$ cat config.mk
export PLATFORM = sky130hd
export DESIGN_NAME = activity_sequencer
export DESIGN_NICKNAME = d
export VERILOG_FILES = /design/src/rtl/activity_sequencer.sv
export SDC_FILE = /design/constraint.sdc
export NUM_CORES = 1
export LEC_CHECK = 0
export BUFFER_PORTS_ARGS = -buffer_cell sky130_fd_sc_hd__buf_4
export CAP_MARGIN = 40
export CELL_PAD_IN_SITES_DETAIL_PLACEMENT = 1
export CELL_PAD_IN_SITES_GLOBAL_PLACEMENT = 1
export CORE_MARGIN = 10
export CORE_UTILIZATION = 40
export DETAILED_ROUTE_END_ITERATION = 10
export GPL_ROUTABILITY_DRIVEN = 0
export PLACE_DENSITY_LB_ADDON = 0.1
export SLEW_MARGIN = 40
export SYNTH_ARGS = -nofsm -noshare
export SYNTH_HDL_FRONTEND = slang
export SYNTH_SLANG_ARGS = --single-unit
$ cat constraint.sdc
create_clock -name clkActivity -period 3.7 [get_ports clkActivity]
set_input_delay 0.185 -clock clkActivity [delete_from_list [all_inputs] [get_ports clkActivity]]
set_output_delay 0.185 -clock clkActivity [all_outputs]
set_load 0.005 [all_outputs]
$ cat src/rtl/activity_sequencer.sv
// Programmable run controller for the activity-generator bank: toggle bursts
// separated by quiet gaps, at a fixed level or sweeping 1..level_max.
module activity_sequencer #(
    parameter int g_NUM   = 16,
    parameter int g_CNT_W = 16
) (
    input  logic               clkActivity,
    input  logic               rst,
    input  logic               start,
    input  logic               abort,
    input  logic [3:0]         level_max,
    input  logic               mode,
    input  logic [g_CNT_W-1:0] on_cycles,
    input  logic [g_CNT_W-1:0] off_cycles,
    input  logic [7:0]         repeats,
    output logic [g_NUM-1:0]   trig,
    output logic [g_NUM-1:0]   en,
    output logic [3:0]         cur_level,
    output logic               busy,
    output logic               burst_active,
    output logic               done
);

    typedef enum logic [2:0] {
        S_IDLE,
        S_ARM,
        S_BURST,
        S_GAP,
        S_DONE
    } state_t;

    localparam int unsigned        NUM_U   = g_NUM;
    localparam logic [3:0]         LVL_CAP = (g_NUM > 15) ? 4'd15 : 4'(g_NUM);
    localparam logic [g_CNT_W-1:0] CNT_ONE = g_CNT_W'(1);

    state_t               state_q, state_n;
    logic [g_CNT_W-1:0]   cnt_q, cnt_n;
    logic [g_CNT_W-1:0]   on_len_q, on_len_n;
    logic [g_CNT_W-1:0]   off_len_q, off_len_n;
    logic [7:0]           rep_q, rep_n;
    logic [7:0]           rep_len_q, rep_len_n;
    logic [7:0]           rep_inc;
    logic [3:0]           lvl_max_q, lvl_max_n;
    logic [3:0]           lvl_clamp;
    logic                 mode_q, mode_n;
    logic                 start_q;
    logic                 start_edge;
    logic [g_NUM-1:0]     trig_q, trig_n;
    logic [g_NUM-1:0]     en_q, en_n;
    logic [3:0]           lvl_q, lvl_n;
    logic                 busy_q, busy_n;
    logic                 burst_q, burst_n;
    logic                 done_q, done_n;

    function automatic logic [g_NUM-1:0] therm(input logic [3:0] lvl);
        logic [g_NUM-1:0] r;
        r = '0;
        for (int unsigned i = 0; i < NUM_U; i++) begin
            r[i] = (32'(lvl) > i);
        end
        return r;
    endfunction

    assign start_edge = start & ~start_q;
    assign lvl_clamp  = (32'(level_max) > NUM_U) ? LVL_CAP : level_max;
    assign rep_inc    = rep_q + 8'd1;

    always_comb begin
        state_n   = state_q;
        cnt_n     = cnt_q;
        rep_n     = rep_q;
        on_len_n  = on_len_q;
        off_len_n = off_len_q;
        rep_len_n = rep_len_q;
        lvl_max_n = lvl_max_q;
        mode_n    = mode_q;
        trig_n    = '0;
        en_n      = en_q;
        lvl_n     = lvl_q;
        busy_n    = busy_q;
        burst_n   = 1'b0;
        done_n    = 1'b0;

        unique case (state_q)
            S_IDLE: begin
                if (start_edge && !abort) begin
                    on_len_n  = (on_cycles  == '0) ? CNT_ONE : on_cycles;
                    off_len_n = (off_cycles == '0) ? CNT_ONE : off_cycles;
                    rep_len_n = (repeats == 8'd0) ? 8'd1 : repeats;
                    lvl_max_n = lvl_clamp;
                    mode_n    = mode;
                    rep_n     = '0;
                    cnt_n     = '0;
                    if (level_max == 4'd0) begin
                        state_n = S_DONE;
                        done_n  = 1'b1;
                        busy_n  = 1'b0;
                        en_n    = '0;
                        lvl_n   = '0;
                    end else begin
                        state_n = S_ARM;
                        lvl_n   = mode ? 4'd1 : lvl_clamp;
                        en_n    = therm(mode ? 4'd1 : lvl_clamp);
                        busy_n  = 1'b1;
                    end
                end
            end
            S_ARM: begin
                state_n = S_BURST;
                cnt_n   = '0;
                burst_n = 1'b1;
                trig_n  = ~trig_q & en_q;
            end
            S_BURST: begin
                if (cnt_q == on_len_q - CNT_ONE) begin
                    state_n = S_GAP;
                    cnt_n   = '0;
                end else begin
                    cnt_n   = cnt_q + CNT_ONE;
                    burst_n = 1'b1;
                    trig_n  = ~trig_q & en_q;
                end
            end
            S_GAP: begin
                if (cnt_q == off_len_q - CNT_ONE) begin
                    cnt_n = '0;
                    if (rep_inc < rep_len_q) begin
                        state_n = S_ARM;
                        rep_n   = rep_inc;
                    end else if (mode_q && (lvl_q < lvl_max_q)) begin
                        state_n = S_ARM;
                        rep_n   = '0;
                        lvl_n   = lvl_q + 4'd1;
                        en_n    = therm(lvl_q + 4'd1);
                    end else begin
                        state_n = S_DONE;
                        done_n  = 1'b1;
                        busy_n  = 1'b0;
                        en_n    = '0;
                        lvl_n   = '0;
                    end
                end else begin
                    cnt_n = cnt_q + CNT_ONE;
                end
            end
            S_DONE: begin
                state_n = S_IDLE;
            end
            default: begin
                state_n = S_IDLE;
            end
        endcase

        // Abort overrides whatever the state wanted and suppresses done.
        if (abort && (state_q != S_IDLE)) begin
            state_n = S_IDLE;
            cnt_n   = '0;
            trig_n  = '0;
            en_n    = '0;
            lvl_n   = '0;
            busy_n  = 1'b0;
            burst_n = 1'b0;
            done_n  = 1'b0;
        end
    end

    always_ff @(posedge clkActivity) begin
        if (rst) begin
            state_q   <= S_IDLE;
            cnt_q     <= '0;
            rep_q     <= '0;
            on_len_q  <= '0;
            off_len_q <= '0;
            rep_len_q <= '0;
            lvl_max_q <= '0;
            mode_q    <= 1'b0;
            start_q   <= 1'b1;
            trig_q    <= '0;
            en_q      <= '0;
            lvl_q     <= '0;
            busy_q    <= 1'b0;
            burst_q   <= 1'b0;
            done_q    <= 1'b0;
        end else begin
            state_q   <= state_n;
            cnt_q     <= cnt_n;
            rep_q     <= rep_n;
            on_len_q  <= on_len_n;
            off_len_q <= off_len_n;
            rep_len_q <= rep_len_n;
            lvl_max_q <= lvl_max_n;
            mode_q    <= mode_n;
            start_q   <= start;
            trig_q    <= trig_n;
            en_q      <= en_n;
            lvl_q     <= lvl_n;
            busy_q    <= busy_n;
            burst_q   <= burst_n;
            done_q    <= done_n;
        end
    end

    assign trig         = trig_q;
    assign en           = en_q;
    assign cur_level    = lvl_q;
    assign busy         = busy_q;
    assign burst_active = burst_q;
    assign done         = done_q;

endmodule
=== Word-level counts from Yosys, hierarchy flattened ===
Index checks and enable logic that the tools add are counted.
W data, S select, Z words.

* Bits in registers: 112
* Memory bits (writable): 0
* Input port bits: 49
* Bits in read-only memories: 0
* Logic and storage cells: 134
* Bits in latches: 0
* Memories kept: 0
* Output and inout bits: 39

* Add/subtract/negate cells: 5
* Magnitude comparators: 32
* Reduce and logical (&&, ||, !) cells: 19
* Muxes and demuxes: 48
* Multipliers: 0
* Div/mod/pow operators: 0
* Bitwise logic cells: 4
* Shift-type cells: 0
* Equality and inequality tests: 11

{| class="wikitable"
|+ Operator list
! cell !! number
|-
| $mux W16 || 9
|-
| $pmux W16 S2 || 2
|-
| $pmux W16 S4 || 1
|-
| $gt A4 B4 Y1 const B || 14
|-
| $mux W8 || 5
|-
| $eq A16 B16 Y1 || 2
|-
| $gt A4 B3 Y1 const B || 8
|-
| $logic_not A16 Y1 || 2
|-
| $sub A16 B1 Y16 const B || 2
|-
| $mux W15 || 2
|-
| $mux W4 || 6
|-
| $mux W3 || 6
|-
| $add A16 B1 Y16 const B || 1
|-
| $and A16 B16 Y16 || 1
|-
| $gt A4 B1 Y1 const B || 4
|-
| $gt A4 B2 Y1 const B || 4
|-
| $not A16 Y16 || 1
|-
| $pmux W8 S2 || 1
|-
| $pmux W3 S4 || 1
|-
| $mux W1 || 11
|-
| $ne A2 B2 Y1 const B || 5
|-
| $add A8 B1 Y8 const B || 1
|-
| $logic_not A8 Y1 || 1
|-
| $lt A8 B8 Y1 || 1
|-
| other kinds (21) || 28
|}

=== Depth between registers and ports, before layout ===
* Word-level depth: 6
* Mapped depth: 13
* Mapped depth without buffers: 12

=== Worst setup path before layout ===
OpenSTA, ideal clock, no wires.

* Kind: flip-flop to flip-flop
* Start point: register rep_q[2]
* End point: register rep_q[2]
* Period minus slack after synthesis: 3,012 ps
* Cell stages (with the launch flop): 12
* Buffers on the path: 1
* Setup slack: 688 ps
* Data required time: 3,630 ps
* Setup time: 70 ps
* Data arrival time: 2,941 ps
* Path through: dfxtp_1 and3_1 and3_1 xor2_1 ha_1 a2111oi_0 nand2b_1 o21ai_0 o31ai_1 clkbuf_1 or4_1 a21oi_1

* Longest elaborated chain between the ends: 5
* Elaborated cells between the ends (all ways): 7
* Classes of those cells: add/sub (1); order compare (1); eq/ne (1); mux (3); reduce/logical (1)

{| class="wikitable"
|+ Ends and longest elaborated chain
! what !! RTL line !! source
|-
| from (decl) || 40 || <nowiki>logic [7:0] rep_q, rep_n;</nowiki>
|-
| from (signal assigned) || 187 || <nowiki>rep_q <= rep_n;</nowiki>
|-
| $add A8 B1 Y8 * || 66 || <nowiki>assign rep_inc = rep_q + 8'd1;</nowiki>
|-
| $lt A8 B8 Y1 || 127 || <nowiki>if (rep_inc < rep_len_q) begin</nowiki>
|-
| $mux W8 || 127 ||
|-
| $mux W8 || 125 || <nowiki>if (cnt_q == off_len_q - CNT_ONE) begin</nowiki>
|-
| $pmux W8 S2 || 84 || <nowiki>unique case (state_q)</nowiki>
|}

Mark *: on every way between the ends. The rest lies on a longest branch, timed or not. The select of a mux whose other input is x is not followed.
A chain may end at the register's enable or synchronous reset.

=== Worst setup path in the final report ===
* Start point: register rep_q[2]
* End point: register rep_q[0]

* Longest elaborated chain between the ends: 5
* Elaborated cells between the ends (all ways): 7
* Classes of those cells: add/sub (1); order compare (1); eq/ne (1); mux (3); reduce/logical (1)

{| class="wikitable"
|+ Ends and longest elaborated chain
! what !! RTL line
|-
| $add A8 B1 Y8 * || 66
|-
| $lt A8 B8 Y1 * || 127
|-
| $mux W8 || 127
|-
| $mux W8 || 125
|-
| $pmux W8 S2 || 84
|}

Marked as above.

==> flow_metrics.env <==
export IMPL_slowest_stage="or4_1"
export IMPL_crit_family="compound AO/OA/AOI/OAI gates"
export IMPL_synth_async_reset_ratio_pct=0
export IMPL_power_density_mw_per_mm2=380.6
export IMPL_dp_hpwl_um=15820
export IMPL_worstMarginPinSlew_ns=0.7582
export IMPL_finClkSkew_ns=0.01636
export IMPL_cts_root_buf="clkbuf_16"
export IMPL_setup_violations=0
export IMPL_port_buffers=85
export IMPL_utilization_pct=48.30
export IMPL_status="finished clean"
export IMPL_ir_worst_vdd_v=0.0002728
export IMPL_synthTopCellsByArea="dfxtp_1, nand2_1, a21oi_1"
export IMPL_io_pins=88
export IMPL_num_nets_final=936
export IMPL_fillers=1920
export IMPL_dieWidth_um=145.9
export IMPL_most_common_layout_cells="nand2_1, dfxtp_1, buf_4"
export IMPL_rsz0062_at_grt="false"
export IMPL_total_power_uw=2826
export IMPL_synth_area_per_cell_sq_um=7.736
export IMPL_fmax_mhz=299.2
export IMPL_yosysSeqAreaShare_pct=34.40
export IMPL_num_rows=45
export IMPL_synth_edf_count=0
export IMPL_crit_buf_inv=0
export IMPL_path_cells="and3_1 > and3_1 > xor2_1 > ha_1 > a2111oi_0 > nand2b_1 > o21ai_1 > o31ai_2 > or4_1 > a21oi_1"
export IMPL_synth_seq_cells=109
export IMPL_start_util_pct=41.27
export IMPL_netlist_instances=820
export IMPL_multi_input_area_sq_mm=0.003785
export IMPL_firstDrtPassIters=5
export IMPL_synth_xor_area_share_pct=6.627
export IMPL_syn_area_sq_mm=0.006344
export IMPL_slowest_delay_ns=0.53
export IMPL_synth_compound_area_share_pct=20.75
export IMPL_finalHoldViolations=0
export IMPL_drtIter0Drc=306
export IMPL_leakagePower_uw=0.002810
export IMPL_maxCapViolCount=0
export IMPL_maxSlewViolCount=0
export IMPL_grt_pass1_vias=6628
export IMPL_synth_ff_type="dfxtp_1"
export IMPL_synth_top_family_by_area="simple AND/OR/NAND/NOR gates"
export IMPL_critPathCaptureType="register"
export IMPL_cts_sinks=109
export IMPL_stdcell_count=1086
export IMPL_critPathKind="reg -> reg"
export IMPL_ys_types=70
export IMPL_crit_arrival_ns=3.64
export IMPL_dp_cells=1070
export IMPL_layout_commonest_cell="nand2_1"
export IMPL_vias=6216
export IMPL_layout_drive_gt1_share_pct=16.23
export IMPL_viasPerCell=5.724
export IMPL_timing_hold_ws_ns=0.04387
export IMPL_htreeDepth=3
export IMPL_grt_usage_pct=19.16
export IMPL_cpMostUsedCell="and3_1"
export IMPL_seq_area_sq_mm=0.002182
export IMPL_synth_top_area_cell="dfxtp_1"
export IMPL_synth_simple_area_share_pct=28.46
export IMPL_die_area_sq_mm=0.02130
export IMPL_synthAdderAreaFrac_pct=3.353
export IMPL_synth_mux_area_fraction_pct=0.1578
export IMPL_cts_tree="done"
export IMPL_clock_latency_ns=0.36
export IMPL_routed_wl_um=20870
export IMPL_yosysWarnings=0
export IMPL_numCtsBuffers=9
export IMPL_grt_pass1_wl_um=34140
export IMPL_overflow=0
export IMPL_wire_per_inst_um=19.22
export IMPL_required_ns=4.00
export IMPL_clk_pin_slew_ns=0.09
export IMPL_fp_dieH_um=145.9
export IMPL_hold_class="in -> reg"
export IMPL_start_kind="register"
export IMPL_relSlewSlack_pct=49.03
export IMPL_core_area_sq_mm=0.01537
export IMPL_n_antenna_cell=0
export IMPL_grt_max_degree=55
export IMPL_synth_top_area_share_pct=34.40
export IMPL_clk_path_buf_depth=2
export IMPL_syn_to_final_growth_pct=17.04
export IMPL_hold_buffers=0
export IMPL_final_antenna_net_count=0
export IMPL_period_share_pct=90.35
export IMPL_period_minus_slack_ns=3.343
export IMPL_critPathMaxFanout=11
export IMPL_tns_ns=0
export IMPL_drc_errors=0
export IMPL_antenna_found_initial=0
==> final timing paths <==
kind	from	end	slack, ns	cells past startpoint
worst max register to register	rep_q[2]	rep_q[0]	0.36	10
worst min register to register	trig[13]	trig[13]	0.42	1
worst min-delay path	start	start_q	0.04	2
worst max-delay path	rep_q[2]	rep_q[0]	0.36	10
==> synthesized netlist by cell type, types with 9 or more instances <==
cell        n
a21oi_1    68
a311oi_1   10
a31oi_1    11
and2_1      9
clkbuf_1   51
dfxtp_1   109
ha_1       17
inv_1      27
nand2_1   155
nand2b_1   10
nand3_1    17
nor2_1     43
nor3_1     27
nor3b_1    19
nor4_1     23
o21ai_0    19
o221ai_1   12
xnor2_1    29
xor2_1     19
==> sequential cells by signal, summed over array words and instances, names as in the netlist <==
| register | count |
|---|---|
| done | 1 |
| rep_len_q | 8 |
| on_len_q | 16 |
| trig | 15 |
| busy | 1 |
| en | 15 |
| start_q | 1 |
| cur_level | 3 |
| state_q | 3 |
| mode_q | 1 |
| burst_active | 1 |
| rep_q | 8 |
| off_len_q | 16 |
| lvl_max_q | 4 |
| cnt_q | 16 |
==> power breakdown <==
part,switching [uW],internal [uW]
clock network,493,550
logic,304,212
registers,57.6,1210
==> logic make-up after synthesis <==
| group | Yosys count |
|---|---|
| AND/OR/NAND/NOR | 358 |
| AO/OA/AOI/OAI | 195 |
| flip-flops | 109 |
| buffers and inverters | 91 |
| XOR/XNOR | 48 |
| adder cells (fa/ha/maj) | 17 |
| other | 1 |
| multiplexers | 1 |
==> stage by stage <==
stage	area (sq um)	setup WS, ns
6_report	7425	0.3572
5_1_grt	7425	0.06650
4_1_cts	7425	0.1690
3_5_place_dp	7098	0.2258
3_3_place_gp	7092	0.4121
2_1_floorplan	6347	0.6883
==> area by class of cell <==
type | count | area share (%)
flip-flops and latches | 109 | 29.39
clock inverters | 7 | 1.365
inverters | 27 | 1.365
repair buffers | 102 | 10.31
clock buffers | 9 | 3.033
well taps | 211 | 3.556
multi-input cells | 621 | 50.98
==> layer usage <==
metal	global-route usage (%)	up-vias	part of all wire [%]	routed length, um
met4	5.511	0	1.6	343
met2	35.69	93	54	11240
met1	21.44	3071	41	8618
li1	-	3027	-	-
met5	0	-	0	0
met3	3.632	25	3.2	667
==> what timing repair did <==
item | in CTS | in global routing
setup buffers | 0 | 0
hold endpoints to repair | 0 | 0
resized for setup | 0 | 1
endpoints found under the setup margin | 0 | 7
(Power assumes the default switching activity.)
